===== config.mk =====
export PLATFORM = sky130hd
export DESIGN_NAME = vga_timing_gen
export DESIGN_NICKNAME = d
export VERILOG_FILES = /design/src/rtl/vga_pkg.sv /design/src/rtl/vga_delay_line.sv /design/src/rtl/vga_timing_gen.sv
export SDC_FILE = /design/constraint.sdc
export NUM_CORES = 1
export LEC_CHECK = 0
export CAP_MARGIN = 20
export CORE_UTILIZATION = 52
export CTS_CLUSTER_SIZE = 25
export DETAILED_ROUTE_END_ITERATION = 8
export PLACE_DENSITY_LB_ADDON = 0.08
export SLEW_MARGIN = 5
export SYNTH_ARGS = -nofsm -noshare
export SYNTH_HDL_FRONTEND = slang
export SYNTH_SLANG_ARGS = --single-unit

===== constraint.sdc =====
create_clock -name Clk -period 3.3 [get_ports Clk]
set_input_delay 0.495 -clock Clk [delete_from_list [all_inputs] [get_ports Clk]]
set_output_delay 0.495 -clock Clk [all_outputs]
set_load 0.02 [all_outputs]

===== src/rtl/vga_pkg.sv =====
// Shared VGA definitions: default 640x480@60 timing, sync polarities,
// the 12-bit {R,G,B} field split and the bundle carried through the delay line.
package vga_pkg;

  localparam int DEF_CLK_DIV   = 4;
  localparam int DEF_H_VISIBLE = 640;
  localparam int DEF_H_FP      = 16;
  localparam int DEF_H_SYNC    = 96;
  localparam int DEF_H_BP      = 48;
  localparam int DEF_V_VISIBLE = 480;
  localparam int DEF_V_FP      = 10;
  localparam int DEF_V_SYNC    = 2;
  localparam int DEF_V_BP      = 33;

  localparam logic SYNC_ACTIVE_LOW  = 1'b0;
  localparam logic SYNC_ACTIVE_HIGH = 1'b1;

  localparam int RGB_W = 12;

  typedef struct packed {
    logic hs;
    logic vs;
    logic bright;
  } sync_t;

  function automatic logic [3:0] rgb_red(input logic [RGB_W-1:0] rgb);
    return rgb[11:8];
  endfunction

  function automatic logic [3:0] rgb_green(input logic [RGB_W-1:0] rgb);
    return rgb[7:4];
  endfunction

  function automatic logic [3:0] rgb_blue(input logic [RGB_W-1:0] rgb);
    return rgb[3:0];
  endfunction

endpackage


===== src/rtl/vga_delay_line.sv =====
// Clock-enable gated shift register with synchronous clear.
// DEPTH = 0 degenerates to a plain wire.
module vga_delay_line #(
  parameter int W     = 3,
  parameter int DEPTH = 2
) (
  input  logic         clk_i,
  input  logic         srst_i,
  input  logic         ce_i,
  input  logic [W-1:0] din_i,
  output logic [W-1:0] dout_o
);

  generate
    if (DEPTH == 0) begin : g_wire
      assign dout_o = din_i;
    end else begin : g_pipe
      logic [W-1:0] stage_q [DEPTH];

      // shift one stage per enable, clear every stage on reset
      always_ff @(posedge clk_i) begin
        if (srst_i) begin
          for (int i = 0; i < DEPTH; i++) stage_q[i] <= '0;
        end else if (ce_i) begin
          stage_q[0] <= din_i;
          for (int i = 1; i < DEPTH; i++) stage_q[i] <= stage_q[i-1];
        end
      end

      assign dout_o = stage_q[DEPTH-1];
    end
  endgenerate

endmodule


===== src/rtl/vga_timing_gen.sv =====
// Parametrised VGA timing generator: pixel clock-enable, h/v counters,
// line/frame strobes, frame counter, and PIPE-aligned sync/colour outputs.
module vga_timing_gen
  import vga_pkg::*;
#(
  parameter int   CLK_DIV   = DEF_CLK_DIV,
  parameter int   H_VISIBLE = DEF_H_VISIBLE,
  parameter int   H_FP      = DEF_H_FP,
  parameter int   H_SYNC    = DEF_H_SYNC,
  parameter int   H_BP      = DEF_H_BP,
  parameter int   V_VISIBLE = DEF_V_VISIBLE,
  parameter int   V_FP      = DEF_V_FP,
  parameter int   V_SYNC    = DEF_V_SYNC,
  parameter int   V_BP      = DEF_V_BP,
  parameter logic HS_POL    = SYNC_ACTIVE_LOW,
  parameter logic VS_POL    = SYNC_ACTIVE_LOW,
  parameter int   PIPE      = 2,
  parameter int   CW        = 10
) (
  input  logic          Clk,
  input  logic          Reset,
  input  logic [11:0]   rgb_in,
  output logic [CW-1:0] hCount,
  output logic [CW-1:0] vCount,
  output logic          bright,
  output logic          pix_ce,
  output logic          line_tick,
  output logic          frame_tick,
  output logic [15:0]   frame_count,
  output logic          hSync,
  output logic          vSync,
  output logic [3:0]    vgaR,
  output logic [3:0]    vgaG,
  output logic [3:0]    vgaB
);

  localparam int H_TOTAL = H_VISIBLE + H_FP + H_SYNC + H_BP;
  localparam int V_TOTAL = V_VISIBLE + V_FP + V_SYNC + V_BP;
  localparam int DW      = (CLK_DIV > 1) ? $clog2(CLK_DIV) : 1;

  localparam logic [DW-1:0] DIV_LAST = DW'(CLK_DIV - 1);
  localparam logic [CW-1:0] H_LAST   = CW'(H_TOTAL - 1);
  localparam logic [CW-1:0] V_LAST   = CW'(V_TOTAL - 1);
  localparam logic [CW-1:0] H_VIS_C  = CW'(H_VISIBLE);
  localparam logic [CW-1:0] V_VIS_C  = CW'(V_VISIBLE);
  localparam logic [CW-1:0] HS_FIRST = CW'(H_VISIBLE + H_FP);
  localparam logic [CW-1:0] HS_LAST  = CW'(H_VISIBLE + H_FP + H_SYNC - 1);
  localparam logic [CW-1:0] VS_FIRST = CW'(V_VISIBLE + V_FP);
  localparam logic [CW-1:0] VS_LAST  = CW'(V_VISIBLE + V_FP + V_SYNC - 1);

  logic [DW-1:0] div_q, div_d;
  logic [CW-1:0] h_q, h_d, v_q, v_d;
  logic [15:0]   frame_q, frame_d;
  logic          pix_ce_s, h_last_s, v_last_s;
  logic          hs_q, vs_q;
  logic [11:0]   rgb_q;
  sync_t         raw_s, dly_s;

  // divider, counter next-state and strobes from registered state
  always_comb begin
    pix_ce_s = (div_q == DIV_LAST);
    h_last_s = (h_q == H_LAST);
    v_last_s = (v_q == V_LAST);
    div_d    = div_q;
    h_d      = h_q;
    v_d      = v_q;
    frame_d  = frame_q;
    if (pix_ce_s) begin
      div_d = '0;
      if (h_last_s) begin
        h_d = '0;
        if (v_last_s) begin
          v_d     = '0;
          frame_d = frame_q + 16'd1;
        end else begin
          v_d = v_q + CW'(1);
        end
      end else begin
        h_d = h_q + CW'(1);
      end
    end else begin
      div_d = div_q + DW'(1);
    end
  end

  // timing state registers
  always_ff @(posedge Clk) begin
    if (Reset) begin
      div_q   <= '0;
      h_q     <= '0;
      v_q     <= '0;
      frame_q <= '0;
    end else begin
      div_q   <= div_d;
      h_q     <= h_d;
      v_q     <= v_d;
      frame_q <= frame_d;
    end
  end

  assign raw_s.hs     = (h_q >= HS_FIRST) && (h_q <= HS_LAST);
  assign raw_s.vs     = (v_q >= VS_FIRST) && (v_q <= VS_LAST);
  assign raw_s.bright = (h_q < H_VIS_C) && (v_q < V_VIS_C);

  vga_delay_line #(
    .W     ($bits(sync_t)),
    .DEPTH (PIPE)
  ) u_delay (
    .clk_i  (Clk),
    .srst_i (Reset),
    .ce_i   (pix_ce_s),
    .din_i  (raw_s),
    .dout_o (dly_s)
  );

  // final output register: pin polarity and blanking applied here
  always_ff @(posedge Clk) begin
    if (Reset) begin
      hs_q  <= ~HS_POL;
      vs_q  <= ~VS_POL;
      rgb_q <= 12'h000;
    end else if (pix_ce_s) begin
      hs_q  <= dly_s.hs ? HS_POL : ~HS_POL;
      vs_q  <= dly_s.vs ? VS_POL : ~VS_POL;
      rgb_q <= dly_s.bright ? rgb_in : 12'h000;
    end
  end

  assign hCount      = h_q;
  assign vCount      = v_q;
  assign bright      = raw_s.bright;
  assign pix_ce      = pix_ce_s;
  assign line_tick   = pix_ce_s && h_last_s;
  assign frame_tick  = pix_ce_s && h_last_s && v_last_s;
  assign frame_count = frame_q;
  assign hSync       = hs_q;
  assign vSync       = vs_q;
  assign vgaR        = rgb_red(rgb_q);
  assign vgaG        = rgb_green(rgb_q);
  assign vgaB        = rgb_blue(rgb_q);

endmodule


# Word level (Yosys, flattened, before mapping)
# Memories as Yosys holds them, arrays and structs flattened.
# Index checks and enable logic that the tools add are counted.
dict set report classes {
  n_lt_le_gt_ge 6
  addsub 4
  reduce_logical 8
  eq_ne 3
  mux 12
  n_bitwise 2
}
# cell n
set ops {}
lappend ops {{adder 10 x 1 -> 10 bit (second input constant)} 2}
lappend ops {{== test 10 bit (second input constant)} 2}
lappend ops {{two-way mux 10 bit} 2}
lappend ops {{adder 16 x 1 -> 16 bit (second input constant)} 1}
lappend ops {{two-way mux 12 bit} 1}
lappend ops {{>= comparator 10 bit (second input constant)} 1}
lappend ops {{>= comparator 10 x 9 -> 1 bit (second input constant)} 1}
lappend ops {{<= comparator 10 bit (second input constant)} 1}
lappend ops {{<= comparator 10 x 9 -> 1 bit (second input constant)} 1}
lappend ops {{less-than comparator 10 bit (second input constant)} 1}
lappend ops {{less-than comparator 10 x 9 -> 1 bit (second input constant)} 1}
lappend ops {{two-way mux 1 bit} 7}
lappend ops {{two-way mux 3 bit} 2}
lappend ops {{logical AND 1 bit} 5}
lappend ops {{AND reduction 3 bit} 1}
lappend ops {{adder 2 x 1 -> 2 bit (second input constant)} 1}
lappend ops {{== test 2 bit (second input constant)} 1}
lappend ops {{bitwise OR 1 bit} 2}
lappend ops {{AND reduction 2 bit} 1}
lappend ops {{OR reduction 2 bit} 1}
dict set report totals {
  mem_count 1
  mem_bits_rw 6
  reg_bits 52
  inputBits 14
}
# name words width rd rd_clocked_by_memory_dff write_ports line
set memory_table {}
lappend memory_table {u_delay.g_pipe.stage_q 2 3 2 0 2 vga_delay_line.sv:18} ;# logic [W-1:0] stage_q [DEPTH];

# Longest topological paths before layout
dict set report logic_depth {
  word_depth 5
  depth_mapped 7
}

# Cells and area by module
# A second synthesis with hierarchy kept.
dict set report unflattened {
  cells_unflattened 317
  area_unflattened_um2 2830.2
}
# mod instances seq_area_each_um2 area_each_um2 cells_each
set modules_own_cells {}
lappend modules_own_cells {vga_timing_gen 1 1041.0 2568.7 301}
lappend modules_own_cells {vga_delay_line 1 180.2 261.5 16}

# Worst setup path before layout
# No wires, ideal clock.
dict set report synth_path {
  path_kind {register to output}
  from {register h_q[1], in the netlist hCount[1]}
  to {output frame_tick}
  path_stages_with_launch 7
  t_arrival_ns 1.717
  required_ns 2.805
  path_slack_ns 1.088
  n_path_buf 2
  path_cell_list {dfxtp_1 ha_1 and3_1 nand4_1 clkbuf_1 clkbuf_1 nor2_1}
}
dict set report synth_via {
  elab_chain_cells 3
}
# item line
set synth_rtl {}
lappend synth_rtl {{from (decl)} vga_timing_gen.sv:52} ;# logic [CW-1:0] h_q, h_d, v_q, v_d;
lappend synth_rtl {{from (signal assigned)} vga_timing_gen.sv:90} ;# h_q <= '0;
lappend synth_rtl {{from (signal assigned)} vga_timing_gen.sv:95} ;# h_q <= h_d;
lappend synth_rtl {{== test 10 bit} vga_timing_gen.sv:62} ;# h_last_s = (h_q == H_LAST);
lappend synth_rtl {{logical AND 1 bit (2 in series)} vga_timing_gen.sv:134} ;# assign frame_tick = pix_ce_s && h_last_s && v_last_s;
lappend synth_rtl {{to (decl)} vga_timing_gen.sv:28} ;# output logic frame_tick,
# Every way passes these cells.

# Final worst setup path
dict set report layout_path {
  from {register v_q[0], in the netlist vCount[0]}
  to {output frame_tick}
}
dict set report layout_via {
  elab_chain_cells 2
}
# item line
set layout_rtl {}
lappend layout_rtl {{from (decl)} vga_timing_gen.sv:52}
lappend layout_rtl {{from (signal assigned)} vga_timing_gen.sv:96} ;# v_q <= v_d;
lappend layout_rtl {{== test 10 bit} vga_timing_gen.sv:63} ;# v_last_s = (v_q == V_LAST);
lappend layout_rtl {{logical AND 1 bit} vga_timing_gen.sv:134}
# Every way passes these cells.

==> summary.txt <==
Status
  – Status: finished clean

Worst setup path
  – CP endpoint kind: primary output
  – Reg2Reg Setup Slack: 1.03 ns
  – Nature of the critical path startpoint: flop
  – Reg2reg end: frame_count[5]
  – Crit path kind: reg -> out
  – Maximum fanout along the worst path: 9
  – CP required: 2.80 ns
  – Worst Path Arrival: 2.28 ns
  – Reg2Reg Launch Point: hCount[1]
  – Worst Reg-to-Reg Cells: 5

Synth
  – Post-Synthesis Net Count: 325
  – Top_reg_cell synth: dfxtp_1
  – Ys async rst share: 0%
  – Synth Area in Simple Gates: 28.1%
  – Cell with the most instances after synthesis: dfxtp_1
  – Netlist cell types: 33
  – Combinational family with the most area after synthesis: simple AND/OR/NAND/NOR gates
  – Top post-synthesis cells by area: dfxtp_1, a21oi_1, edfxtp_1
  – Synth Area in Compound Gates: 14.9%
  – Most frequent cells after synthesis: dfxtp_1, a21oi_1, nor2_1
  – Post-synth EDFFs: 6
  – XOR/XNOR Fraction of Synth Area: 2.96%
  – Synthesized flop and latch total: 58
  – Synth Warn #: 0
  – Syn_area_per_cell: 8.75 um2
  – Post-Synthesis Cells: 304
  – Top-area cell type share of the netlist area: 39.2%
  – Adder-Cell Fraction of Synth Area: 3.29%
  – Post-synthesis mux area share: 0.424%
  – Register area share after synthesis: 45.9%
  – Mapped Area: 0.00266 mm2
  – Largest area contributor in the synthesized netlist: dfxtp_1

Global route
  – Initial antenna violation count: 0
  – Largest net degree at the start of global routing: 37
  – Global route overflow: 0
  – Global-route wire length before repair: 9810 um
  – Total track usage: 23.7%
  – Vias in the first global route: 2127

Floorplan
  – Initial Util: 55.2%
  – Core ar.: 0.00482 mm2
  – Die W: 73.5 um
  – Total Die Area: 0.00540 mm2
  – IO Pins: 68
  – Die H: 73.5 um
  – Rows: 25

Layout
  – Post-Layout Inst Area: 0.00353 mm2
  – Fin nets: 389
  – Layout cell share with drive strength beyond 1: 4.83%
  – Ant diodes: 0
  – Final core utilization: 73.2%
  – P&R area growth vs syn: 32.6%

Timing
  – Final Cycle Share: 84.2%
  – Setup violations, final: 0
  – Post-layout minimum cycle time: 2.78 ns
  – Worst slew pin tran: 0.577 ns
  – F_max: 0.360 GHz
  – Hold Fails Final Rpt: 0
  – RSZ-0062 raised after global routing: no
  – Worst Clk Skew: 0.00987 ns
  – Pins over their slew limit: 0
  – Setup TNS: 0 ns
  – WHS: 0.431 ns
  – Rel. slew slack: 61.4%

Worst hold path
  – Hold endpoint: div_q[0]
  – Hold_sp: div_q[0]
  – Hold depth: 1
  – Worst hold path type: reg -> reg

Placed design
  – Port-buffer cells: 67
  – HPWL after DPL: 4140 um
  – Placed Area: 0.00337 mm2
  – Gpl congestion: 0.796

Routing
  – Routed WL per cell: 13.7 um
  – Final antenna-violating net count: 0
  – Iter 0 DRT Violations: 106
  – Via density: 5.55
  – Final wirelength: 6040 um
  – Total number of vias: 2441
  – Router iterations before antenna repair: 4
  – # DRC: 0

Clock network
  – Clock buffer depth: 2
  – Hold-fix buffer count after cts: 0
  – # resized after CTS: 0
  – TritonCTS buffer count: 9
  – Root Driver: clkbuf_8
  – CTS sink cnt: 58
  – CTS H-tree depth: 3
  – TritonCTS clock tree: yes
  – Setup repair bufs after CTS: 0
  – Clock latency on the worst-skew pair: 0.33 ns
  – CTS clk-pin slew, worst paths: 0.06 ns

Job
  – Max-cap violation count: 0

Power
  – PwrDens: 374 mW/mm2
  – Design Power: 1.32 mW
  – Pleak: 1.18 nW
  – Max IR drop VDD: 0.236 mV
final cells by class:
cell class	instances	area, um2
Clock buffer	12	135
Clock inverter	4	18.8
Fill cell	382	1290
Inverter	12	45.0
Multi-Input combinational cell	216	1320
Sequential cell	58	1220
Tap cell	67	83.8
Timing Repair Buffer	71	701
metrics by stage:
stage               instances  setup WS, ns
floorplan                 304          1.09
global placement          424         0.942
detailed placement        424         0.907
CTS                       440         0.526
global route              440         0.414
finish                    440         0.523
per-layer routing:
layer	wire, um	up-vias	part of all wire (%)	GRT usage [%]
li1	-	1238	-	-
met1	2950	1139	49	31.3
met4	48	0	0.79	8.76
met5	0	-	0	0
met3	295	5	4.9	6.72
met2	2750	59	45	36.9
worst max-delay path by stage:
stage               slack, ns         end  startpoint  depth (start not counted)
floorplan                1.09  frame_tick   hCount[1]                          6
global placement         0.94  frame_tick   vCount[0]                          6
detailed placement       0.91  frame_tick   vCount[0]                          6
CTS                      0.53  frame_tick   vCount[0]                          6
global route             0.41  frame_tick   vCount[4]                          4
finish                   0.52  frame_tick   vCount[0]                          6
where the power goes:
part	internal, mW	leakage [nW]	switching [mW]
Sequential	0.724	0.482	0.00441
Clock	0.266	0.0816	0.257
Combinational	0.0325	0.618	0.0359
sequential cells by signal, indices dropped and copies added (netlist names):
name                    flops
vSync                       1
hSync                       1
frame_count                16
rgb_q                      12
hCount                     10
div_q                       2
u_delay.g_pipe.stage_q      6
vCount                     10
cell usage in the layout, fill, tap and decap left out, types with 4 or more instances in the layout:
cell type and instances:
clkdlybuf4s50_1 67, dfxtp_1 52, a21oi_1 37, nor2_1 22, o31ai_1 17, or4_1 17, nand2_1 14, nor2b_1 13
nand3_1 12, inv_1 11, nand4_1 11, o21ai_0 11, nor3_1 10, and2_1 9, clkbuf_8 9, or3_1 7
ha_1 7, xnor2_1 6, edfxtp_1 6, and3_1 4, buf_4 4
critical path, cell delays in order, from the launching register on:
cell and delay [ns]:
dfxtp_1 0.36, inv_1 0.11, ha_1 0.14, and4bb_1 0.24
nand3_1 0.24, nor2_1 0.22, clkdlybuf4s50_1 0.63
kinds of logic (layout without fill, tap and decap cells):
logic type	count (synthesis)	count (layout)
simple gates	131	131
compound gates	68	68
flops	58	58
buf+inv	30	99
xor+xnor	9	9
fa+ha+maj	7	7
mux	1	1
Note: power is estimated with default switching activity, not from simulation.
